--- src/rtl/pint_pkg.sv ---
// Shared types and defaults for the PINT target-side interface.
package pint_pkg;

    typedef enum logic [2:0] {
        ST_IDLE,
        ST_WR_SHIFT,
        ST_WR_COMMIT,
        ST_RD_ADDR,
        ST_RD_FETCH,
        ST_RD_SHIFT
    } pint_state_e;

    localparam int unsigned PINT_ADDR_W      = 8;
    localparam int unsigned PINT_DATA_W      = 32;
    localparam int unsigned PINT_SYNC_STAGES = 2;
    localparam int unsigned PINT_RD_TIMEOUT  = 255;

    // Fill bit for the word returned when the register port never answers.
    localparam logic PINT_RD_TMO_BIT = 1'b1;

endpackage

--- src/rtl/pint_sync_edge.sv ---
// Multi-flop synchronizer for the PINT inputs; the shift clock also gets a
// rising-edge detect. STAGES must be at least 2.
module pint_sync_edge #(
    parameter int unsigned STAGES = 2,
    parameter int unsigned WIDTH  = 4
) (
    input  logic             clk,
    input  logic             reset,
    input  logic             clk_d_i,
    input  logic [WIDTH-1:0] data_d_i,
    output logic             rise_o,
    output logic [WIDTH-1:0] data_q_o
);

    logic [STAGES-1:0]            clk_sync_q;
    logic [STAGES-1:0][WIDTH-1:0] dat_sync_q;
    logic                         clk_prev_q;

    always_ff @(posedge clk or posedge reset) begin
        if (reset) begin
            clk_sync_q <= '0;
            dat_sync_q <= '0;
            clk_prev_q <= 1'b0;
        end else begin
            clk_sync_q <= {clk_sync_q[STAGES-2:0], clk_d_i};
            dat_sync_q <= {dat_sync_q[STAGES-2:0], data_d_i};
            clk_prev_q <= clk_sync_q[STAGES-1];
        end
    end

    // Data and clock share the same depth, so data is sampled alongside the rise.
    assign rise_o   = clk_sync_q[STAGES-1] & ~clk_prev_q;
    assign data_q_o = dat_sync_q[STAGES-1];

endmodule

--- src/rtl/pint_slave.sv ---
// PINT target: deserializes write frames into register strobes and serves
// read frames by fetching a register word and shifting it back MSB first.
//   state        | meaning
//   ST_IDLE      | waiting for a frame start (or for both requests low after a clash)
//   ST_WR_SHIFT  | collecting address+data bits of a write
//   ST_WR_COMMIT | write strobe issued, waiting for WRREQ to drop
//   ST_RD_ADDR   | collecting address bits of a read
//   ST_RD_FETCH  | read strobe issued, waiting for data or timeout
//   ST_RD_SHIFT  | shifting read data out, then waiting for RDREQ to drop
module pint_slave
    import pint_pkg::*;
#(
    parameter int unsigned ADDR_W      = PINT_ADDR_W,
    parameter int unsigned DATA_W      = PINT_DATA_W,
    parameter int unsigned SYNC_STAGES = PINT_SYNC_STAGES,
    parameter int unsigned RD_TIMEOUT  = PINT_RD_TIMEOUT
) (
    input  logic              clk,
    input  logic              reset,
    input  logic              PINT_CLK,
    input  logic              PINT_RESETN,
    input  logic              PINT_WRREQ,
    input  logic              PINT_RDREQ,
    input  logic              PINT_WRDATA,
    output logic              PINT_RDRDY,
    output logic              PINT_RDDATA,
    output logic [ADDR_W-1:0] reg_addr,
    output logic              reg_wr_en,
    output logic [DATA_W-1:0] reg_wr_data,
    output logic              reg_rd_en,
    input  logic [DATA_W-1:0] reg_rd_data,
    input  logic              reg_rd_valid,
    output logic              busy,
    output logic              proto_err
);

    localparam int unsigned FRAME_W = ADDR_W + DATA_W;
    localparam int unsigned CNT_W   = $clog2(FRAME_W + 1);
    localparam int unsigned TMO_W   = $clog2(RD_TIMEOUT + 1);

    logic [3:0] sync_s;
    logic       pclk_rise;
    logic       resetn_s, rdreq_s, wrreq_s, wrdata_s;

    pint_sync_edge #(
        .STAGES (SYNC_STAGES),
        .WIDTH  (4)
    ) u_sync (
        .clk      (clk),
        .reset    (reset),
        .clk_d_i  (PINT_CLK),
        .data_d_i ({PINT_RESETN, PINT_RDREQ, PINT_WRREQ, PINT_WRDATA}),
        .rise_o   (pclk_rise),
        .data_q_o (sync_s)
    );

    assign {resetn_s, rdreq_s, wrreq_s, wrdata_s} = sync_s;

    pint_state_e        state_q, state_d;
    logic [FRAME_W-1:0] frame_q, frame_d, frame_nxt;
    logic [CNT_W-1:0]   cnt_q, cnt_d;
    logic [TMO_W-1:0]   tmo_q, tmo_d;
    logic [DATA_W-1:0]  rd_shift_q, rd_shift_d;
    logic               rdrdy_q, rdrdy_d;
    logic               block_q, block_d;
    logic [ADDR_W-1:0]  reg_addr_q, reg_addr_d;
    logic [DATA_W-1:0]  reg_wr_data_q, reg_wr_data_d;
    logic               reg_wr_en_q, reg_wr_en_d;
    logic               reg_rd_en_q, reg_rd_en_d;
    logic               proto_err_q, proto_err_d;

    always_comb begin
        state_d       = state_q;
        frame_d       = frame_q;
        cnt_d         = cnt_q;
        tmo_d         = tmo_q;
        rd_shift_d    = rd_shift_q;
        rdrdy_d       = rdrdy_q;
        block_d       = block_q;
        reg_addr_d    = reg_addr_q;
        reg_wr_data_d = reg_wr_data_q;
        reg_wr_en_d   = 1'b0;
        reg_rd_en_d   = 1'b0;
        proto_err_d   = 1'b0;
        frame_nxt     = {frame_q[FRAME_W-2:0], wrdata_s};

        unique case (state_q)
            ST_IDLE: begin
                if (pclk_rise) begin
                    if (block_q) begin
                        block_d = wrreq_s | rdreq_s;
                    end else if (wrreq_s && rdreq_s) begin
                        proto_err_d = 1'b1;
                        block_d     = 1'b1;
                    end else if (wrreq_s || rdreq_s) begin
                        frame_d = {{(FRAME_W-1){1'b0}}, wrdata_s};
                        cnt_d   = CNT_W'(1);
                        state_d = wrreq_s ? ST_WR_SHIFT : ST_RD_ADDR;
                    end
                end
            end
            ST_WR_SHIFT: begin
                if (pclk_rise) begin
                    if (!wrreq_s) begin
                        proto_err_d = 1'b1;
                        state_d     = ST_IDLE;
                    end else begin
                        frame_d = frame_nxt;
                        cnt_d   = cnt_q + CNT_W'(1);
                        if (cnt_q == CNT_W'(FRAME_W - 1)) begin
                            reg_addr_d    = frame_nxt[FRAME_W-1 -: ADDR_W];
                            reg_wr_data_d = frame_nxt[DATA_W-1:0];
                            reg_wr_en_d   = 1'b1;
                            state_d       = ST_WR_COMMIT;
                        end
                    end
                end
            end
            ST_WR_COMMIT: begin
                if (pclk_rise && !wrreq_s) state_d = ST_IDLE;
            end
            ST_RD_ADDR: begin
                if (pclk_rise) begin
                    if (!rdreq_s) begin
                        proto_err_d = 1'b1;
                        state_d     = ST_IDLE;
                    end else begin
                        frame_d = frame_nxt;
                        cnt_d   = cnt_q + CNT_W'(1);
                        if (cnt_q == CNT_W'(ADDR_W - 1)) begin
                            reg_addr_d  = frame_nxt[ADDR_W-1:0];
                            reg_rd_en_d = 1'b1;
                            tmo_d       = TMO_W'(RD_TIMEOUT);
                            state_d     = ST_RD_FETCH;
                        end
                    end
                end
            end
            ST_RD_FETCH: begin
                // A valid arriving on the terminal-count cycle still wins.
                if (reg_rd_valid || tmo_q == TMO_W'(1)) begin
                    rd_shift_d  = reg_rd_valid ? reg_rd_data : {DATA_W{PINT_RD_TMO_BIT}};
                    proto_err_d = ~reg_rd_valid;
                    rdrdy_d     = 1'b1;
                    cnt_d       = '0;
                    state_d     = ST_RD_SHIFT;
                end else begin
                    tmo_d = tmo_q - TMO_W'(1);
                end
            end
            ST_RD_SHIFT: begin
                if (pclk_rise) begin
                    if (rdrdy_q) begin
                        cnt_d = cnt_q + CNT_W'(1);
                        if (cnt_q == CNT_W'(DATA_W - 1)) begin
                            rdrdy_d    = 1'b0;
                            rd_shift_d = '0;
                        end else begin
                            rd_shift_d = {rd_shift_q[DATA_W-2:0], 1'b0};
                        end
                    end else if (!rdreq_s) begin
                        state_d = ST_IDLE;
                    end
                end
            end
            default: state_d = ST_IDLE;
        endcase

        if (!resetn_s) begin
            state_d       = ST_IDLE;
            frame_d       = '0;
            cnt_d         = '0;
            tmo_d         = '0;
            rd_shift_d    = '0;
            rdrdy_d       = 1'b0;
            block_d       = 1'b0;
            reg_addr_d    = '0;
            reg_wr_data_d = '0;
            reg_wr_en_d   = 1'b0;
            reg_rd_en_d   = 1'b0;
            proto_err_d   = 1'b0;
        end
    end

    always_ff @(posedge clk or posedge reset) begin
        if (reset) begin
            state_q       <= ST_IDLE;
            frame_q       <= '0;
            cnt_q         <= '0;
            tmo_q         <= '0;
            rd_shift_q    <= '0;
            rdrdy_q       <= 1'b0;
            block_q       <= 1'b0;
            reg_addr_q    <= '0;
            reg_wr_data_q <= '0;
            reg_wr_en_q   <= 1'b0;
            reg_rd_en_q   <= 1'b0;
            proto_err_q   <= 1'b0;
        end else begin
            state_q       <= state_d;
            frame_q       <= frame_d;
            cnt_q         <= cnt_d;
            tmo_q         <= tmo_d;
            rd_shift_q    <= rd_shift_d;
            rdrdy_q       <= rdrdy_d;
            block_q       <= block_d;
            reg_addr_q    <= reg_addr_d;
            reg_wr_data_q <= reg_wr_data_d;
            reg_wr_en_q   <= reg_wr_en_d;
            reg_rd_en_q   <= reg_rd_en_d;
            proto_err_q   <= proto_err_d;
        end
    end

    assign PINT_RDRDY  = rdrdy_q;
    assign PINT_RDDATA = rd_shift_q[DATA_W-1];
    assign reg_addr    = reg_addr_q;
    assign reg_wr_data = reg_wr_data_q;
    assign reg_wr_en   = reg_wr_en_q;
    assign reg_rd_en   = reg_rd_en_q;
    assign proto_err   = proto_err_q;
    assign busy        = (state_q != ST_IDLE);

endmodule

--- config.mk ---
export PLATFORM = sky130hd
export DESIGN_NAME = pint_slave
export DESIGN_NICKNAME = d
export VERILOG_FILES = /design/src/rtl/pint_pkg.sv /design/src/rtl/pint_sync_edge.sv /design/src/rtl/pint_slave.sv
export SDC_FILE = /design/constraint.sdc
export NUM_CORES = 1
export LEC_CHECK = 0
export CAP_MARGIN = 20
export CORE_UTILIZATION = 55
export DETAILED_ROUTE_END_ITERATION = 6
export GPL_ROUTABILITY_DRIVEN = 0
export GPL_TIMING_DRIVEN = 0
export PLACE_DENSITY = 0.84
export SETUP_SLACK_MARGIN = 0.1
export SYNTH_ARGS = -nofsm -noshare
export SYNTH_HDL_FRONTEND = slang
export SYNTH_SLANG_ARGS = --single-unit
--- constraint.sdc ---
create_clock -name clk -period 5.2 [get_ports clk]
set_input_delay 0.52 -clock clk [delete_from_list [all_inputs] [get_ports clk]]
set_output_delay 0.52 -clock clk [all_outputs]
set_load 0.01 [all_outputs]
; ---- Word-level counts from Yosys, hierarchy flattened
; Cells that the tools add are included.
[totals]
elab_cells = 173
reg_bits = 144
out_inout_bits = 46
inputBits = 40
[op_classes]
add_sub_neg = 2
n_eq_ne = 38
n_mux = 97
bitwise = 4
n_reduce_logical = 16
[ops]
columns = op, count
row1 = 2-to-1 mux 32 bit, 11
row2 = 2-to-1 mux 39 bit, 9
row3 = case mux 39 bit (3 select lines), 1
row4 = 2-to-1 mux 8 bit, 12
row5 = 2-to-1 mux 6 bit, 12
row6 = case mux 32 bit (2 select lines), 1
row7 = != test 3 bit (second input constant), 20
row8 = 2-to-1 mux 3 bit, 16
row9 = case mux 8 bit (2 select lines), 2
row10 = case mux 6 bit (5 select lines), 1
row11 = 2-to-1 mux 1 bit, 28
row12 = case mux 3 bit (6 select lines), 1
row13 = AND reduction 13 bit, 1
row14 = != test 4 bit (second input constant), 3
row15 = AND reduction 12 bit, 1
row16 = != test 2 bit (second input constant), 5
row17 = AND reduction 9 bit, 1
row18 = equality test 8 x 1 -> 1 bit (second input constant), 1
row19 = AND reduction 4 bit, 2
row20 = subtractor 8 x 1 -> 8 bit (second input constant), 1
row21 = AND reduction 7 bit, 1
row22 = adder 6 x 1 -> 6 bit (second input constant), 1
row23 = equality test 3 x 2 -> 1 bit (second input constant), 2
row24 = equality test 3 bit (second input constant), 2
row25 = 19 further kinds, 22

; ---- Depth between registers and ports, before layout
[logic_depth]
ltp_word = 7
depth_mapped = 10
ltp_nobuf = 8

; ---- Cells and area by module
; From an unflattened synthesis, not the netlist that was laid out.
[hier_totals]
cells_unflattened = 707
area_unflattened_um2 = 6737.7
[by_module_without_submodules]
columns = module, seq_area_each_um2, cells_per_inst, n_inst, area_per_inst_um2
row1 = pint_slave, 3328.2, 690, 1, 6414.9
row2 = pint_sync_edge, 275.3, 17, 1, 322.8

; ---- Least setup slack after synthesis
; OpenSTA, ideal clock, no wires.
[synth_path]
kind = register -> register
from = register tmo_q[4]
to = register state_q[1]
path_buffers = 2
path_stages_with_launch = 8
slack_ps = 2499
required_ps = 5122
setup_time_ps = 78
synth_period_minus_slack_ps = 2701
t_arrival_ps = 2623
path_cell_list = dfrtp_1 -> or4_4 -> o41a_1 -> buf_6 -> or4_1 -> buf_2 -> or4_1 -> a21oi_1
[synth_via]
elab_chain_len = 4
[synth_lines]
columns = element, line
row1 = start: declaration, pint_slave.sv:62  ; logic [TMO_W-1:0] tmo_q, tmo_d;
row2 = start signal: assignment, pint_slave.sv:203  ; tmo_q <= tmo_d;
row3 = equality test 8 x 1 -> 1 bit, pint_slave.sv:141  ; if (reg_rd_valid || tmo_q == TMO_W'(1)) begin
row4 = logical OR 1 bit, pint_slave.sv:141
row5 = != test 3 bit (no source line), -
row6 = AND reduction 13 bit (no source line), -
row7 = end signal: assignment, pint_slave.sv:200  ; state_q <= state_d;
row8 = end: declaration, pint_slave.sv:59  ; pint_state_e state_q, state_d;
; Every way passes these cells.
; A chain may end at the register's enable or synchronous reset.

; ---- Worst setup path in the final report
[layout_path]
from = register tmo_q[4]
to = register rd_shift_q[24]
[layout_via]
elab_chain_len = 4
[layout_lines]
columns = element, line
row1 = equality test 8 x 1 -> 1 bit, pint_slave.sv:141
row2 = logical OR 1 bit, pint_slave.sv:141
row3 = != test 3 bit (no source line), -
row4 = AND reduction 4 bit (no source line), -
row5 = end signal: assignment, pint_slave.sv:204  ; rd_shift_q <= rd_shift_d;
row6 = end: declaration, pint_slave.sv:63  ; logic [DATA_W-1:0] rd_shift_q, rd_shift_d;
; Every way passes these cells.

==> metrics <==
CP Cell Sequence=or4_4, o41a_1, buf_6, nand2b_1, a21oi_2, clkbuf_1, nor2_1, a311oi_1; first-pass iteration count of the detailed router=7; sequential area share after synthesis=56.5%; I/O Buffers=85; I/O Pins=86; TritonCTS Buffers=17; 1st-iter DRT viols=499; hold path cells=0; Worst Setup End Kind=register; Skew-Pair Late Insertion Delay=0.43 ns; commonest non-fill, non-tap cells in the layout=dfrtp_1, nand2_1, o21ai_0; max_cap viols=0; largest net degree at the start of global routing=90; CTS Hold Bufs=0; Mapped Nets=714; area growth from synthesis to layout=26.2%; post-synthesis cell count=671; synth warn=0; DIE WIDTH=110 um; Final Skew=0.00829 ns; Total GRT Usage=28.7%; row count=38; Synth Cell Area=6370 um2; final WL=16100 um; total gr overflow=0; Tot Pwr=3.31 mW; Fin Hold WS=0.347 ns; R2R depth=8; synthesized flop and latch total=144; worst slack at placement=2.20 ns; die area=12000 um2; Worst Path Max Fanout=10; root buf cell=clkbuf_16; WP data arrival=3.26 ns; status=complete, but fails checks; Req. time, crit path=5.50 ns; Final Max Slew Viols=0; min cycle time layout=2.96 ns; EDFF count, synth=0; top_reg_cell synth=dfrtp_1; # nets final=819; placed insts=897; Worst setup SP type=register; diodes inserted=0; post-DR vias/cell=6.09; vias in the first global route=5521; ys async rst share=100%; post-cts sizing count=0; CTS tree=yes; RSZ-0062 raised after global routing=no; initial antenna violation count=0; via count=5655; Post-Syn Area per Cell=9.50 um2; Leak=3.30 nW; DR WL/cell=17.3 um; most common cell after layout, fill and taps aside=dfrtp_1; Setup CP Type=register to register; post-DP HPWL=10400 um; Post-Layout Cell Count=929; violated checks=design-rule violations; clock buffer depth=2; Num Clock Sinks=144; first-pass GRT wire length=26300 um; PD cells=412 nW/um2; Max stage delay on crit path=0.57 ns; Filler cells=810; post-route ant nets=0; Core Area=11100 um2; worst hold path class=register to register; Yosys cell types=49; Clock transition at path regs=0.06 ns; initial core utilization=57.5%; maximum vdd drop=0.444 mV; Setup Fix Bufs, Post-CTS=0; crit share post-route=56.9%; Max-slew headroom=45.0%; drc violations=1; Die H=110 um; f_max=338 MHz; CP max-delay cell=or4_4; Hold Fails Final Rpt=0; layout cells sized above 1=4.82%; Worst-Margin Slew=0.825 ns; Final WS setup=2.24 ns; htree depth=4; Final setup violation count=0
## layout make-up
type / instances / area (um2) / area share [%]
inverters: 12 / 50.0 / 0.622
well taps: 140 / 175 / 2.18
multi-input cells: 461 / 2510 / 31.2
clock buffers: 19 / 433 / 5.38
clock inverters: 13 / 178 / 2.21
plain buffers: 54 / 211 / 2.63
flip-flops and latches: 144 / 3600 / 44.8
repair buffers: 86 / 878 / 10.9
## registers in the layout, indices dropped and copies added, names as in the netlist
name               flops
frame_q               39
rd_shift_q            32
reg_wr_data           32
reg_addr               8
tmo_q                  8
cnt_q                  6
u_sync.dat_sync_q      4
u_sync.data_q_o        4
state_q                3
u_sync.clk_sync_q      2
PINT_RDRDY             1
block_q                1
proto_err              1
reg_rd_en              1
reg_wr_en              1
u_sync.clk_prev_q      1
## logic make-up after synthesis
kind of cell	synth area share, %
DFF	56.5
adders and majority gates	0.746
AOI/OAI and AO/OA	21.1
muxes	0.471
and+or+nand+nor	16.9
xor gates and xnor gates	0.275
buffers and inverters	4.03
## routing by layer
| layer | part of all wire (%) | routed length (um) | track usage (%) |
|---|---|---|---|
| met2 | 50 | 8050 | 46.8 |
| met3 | 6.8 | 1090 | 7.41 |
| met4 | 1.9 | 303 | 12.1 |
| met1 | 41 | 6630 | 36.5 |
| met5 | 0 | 0 | 0 |
## path summary, 6_finish.rpt
kind | end | from | slack, ns
worst max-delay path | rd_shift_q[24] | tmo_q[4] | 2.24
worst max register to register | rd_shift_q[24] | tmo_q[4] | 2.24
worst min-delay path | u_sync.data_q_o[0] | u_sync.dat_sync_q[0] | 0.35
min in group asynchronous | rd_shift_q[8] | reset | 0.51
worst min register to register | u_sync.data_q_o[0] | u_sync.dat_sync_q[0] | 0.35
max in group asynchronous | frame_q[34] | reset | 3.90
## power by group
part	total (mW)	internal [mW]	switching [mW]
combinational	0.728	0.267	0.461
clock	1.26	0.765	0.499
sequential	1.32	1.24	0.0820
## critical path, delay by kind of cell, from the launching register on
kind,cells,cell delay [ns]
buffers and inverters,2,0.56
AO/OA/AOI/OAI,3,1.02
AND/OR/NAND/NOR,3,0.82
flip-flops,1,0.44
## synth_stat cells (3+ instances only)
| cell type | instances | area, um2 |
|---|---|---|
| a311oi_1 | 43 | 377 |
| and3_1 | 4 | 25.0 |
| a22o_1 | 32 | 280 |
| or4_1 | 3 | 22.5 |
| or3_1 | 3 | 18.8 |
| nor3_1 | 7 | 35.0 |
| dfrtp_1 | 144 | 3600 |
| o21ai_0 | 86 | 430 |
| a211oi_1 | 3 | 22.5 |
| ha_1 | 3 | 37.5 |
| nand2b_1 | 6 | 37.5 |
| nand3_1 | 13 | 65.1 |
| clkbuf_1 | 50 | 188 |
| nand2_1 | 135 | 507 |
| inv_1 | 11 | 41.3 |
| mux2i_1 | 3 | 30.0 |
| a21oi_1 | 16 | 80.1 |
| nor2_1 | 68 | 255 |
## stage by stage
stage | TNS [ns] | utilization (%) | instance area (um2)
after floorplan | 0 | - | 6370
after global placement | -131.04 | 66.8 | 7400
after detailed placement | 0 | 67.1 | 7430
after CTS | 0 | 72.6 | 8040
after global routing | 0 | 72.6 | 8040
final | 0 | 72.6 | 8040
Power figures use the tool's default switching activity.
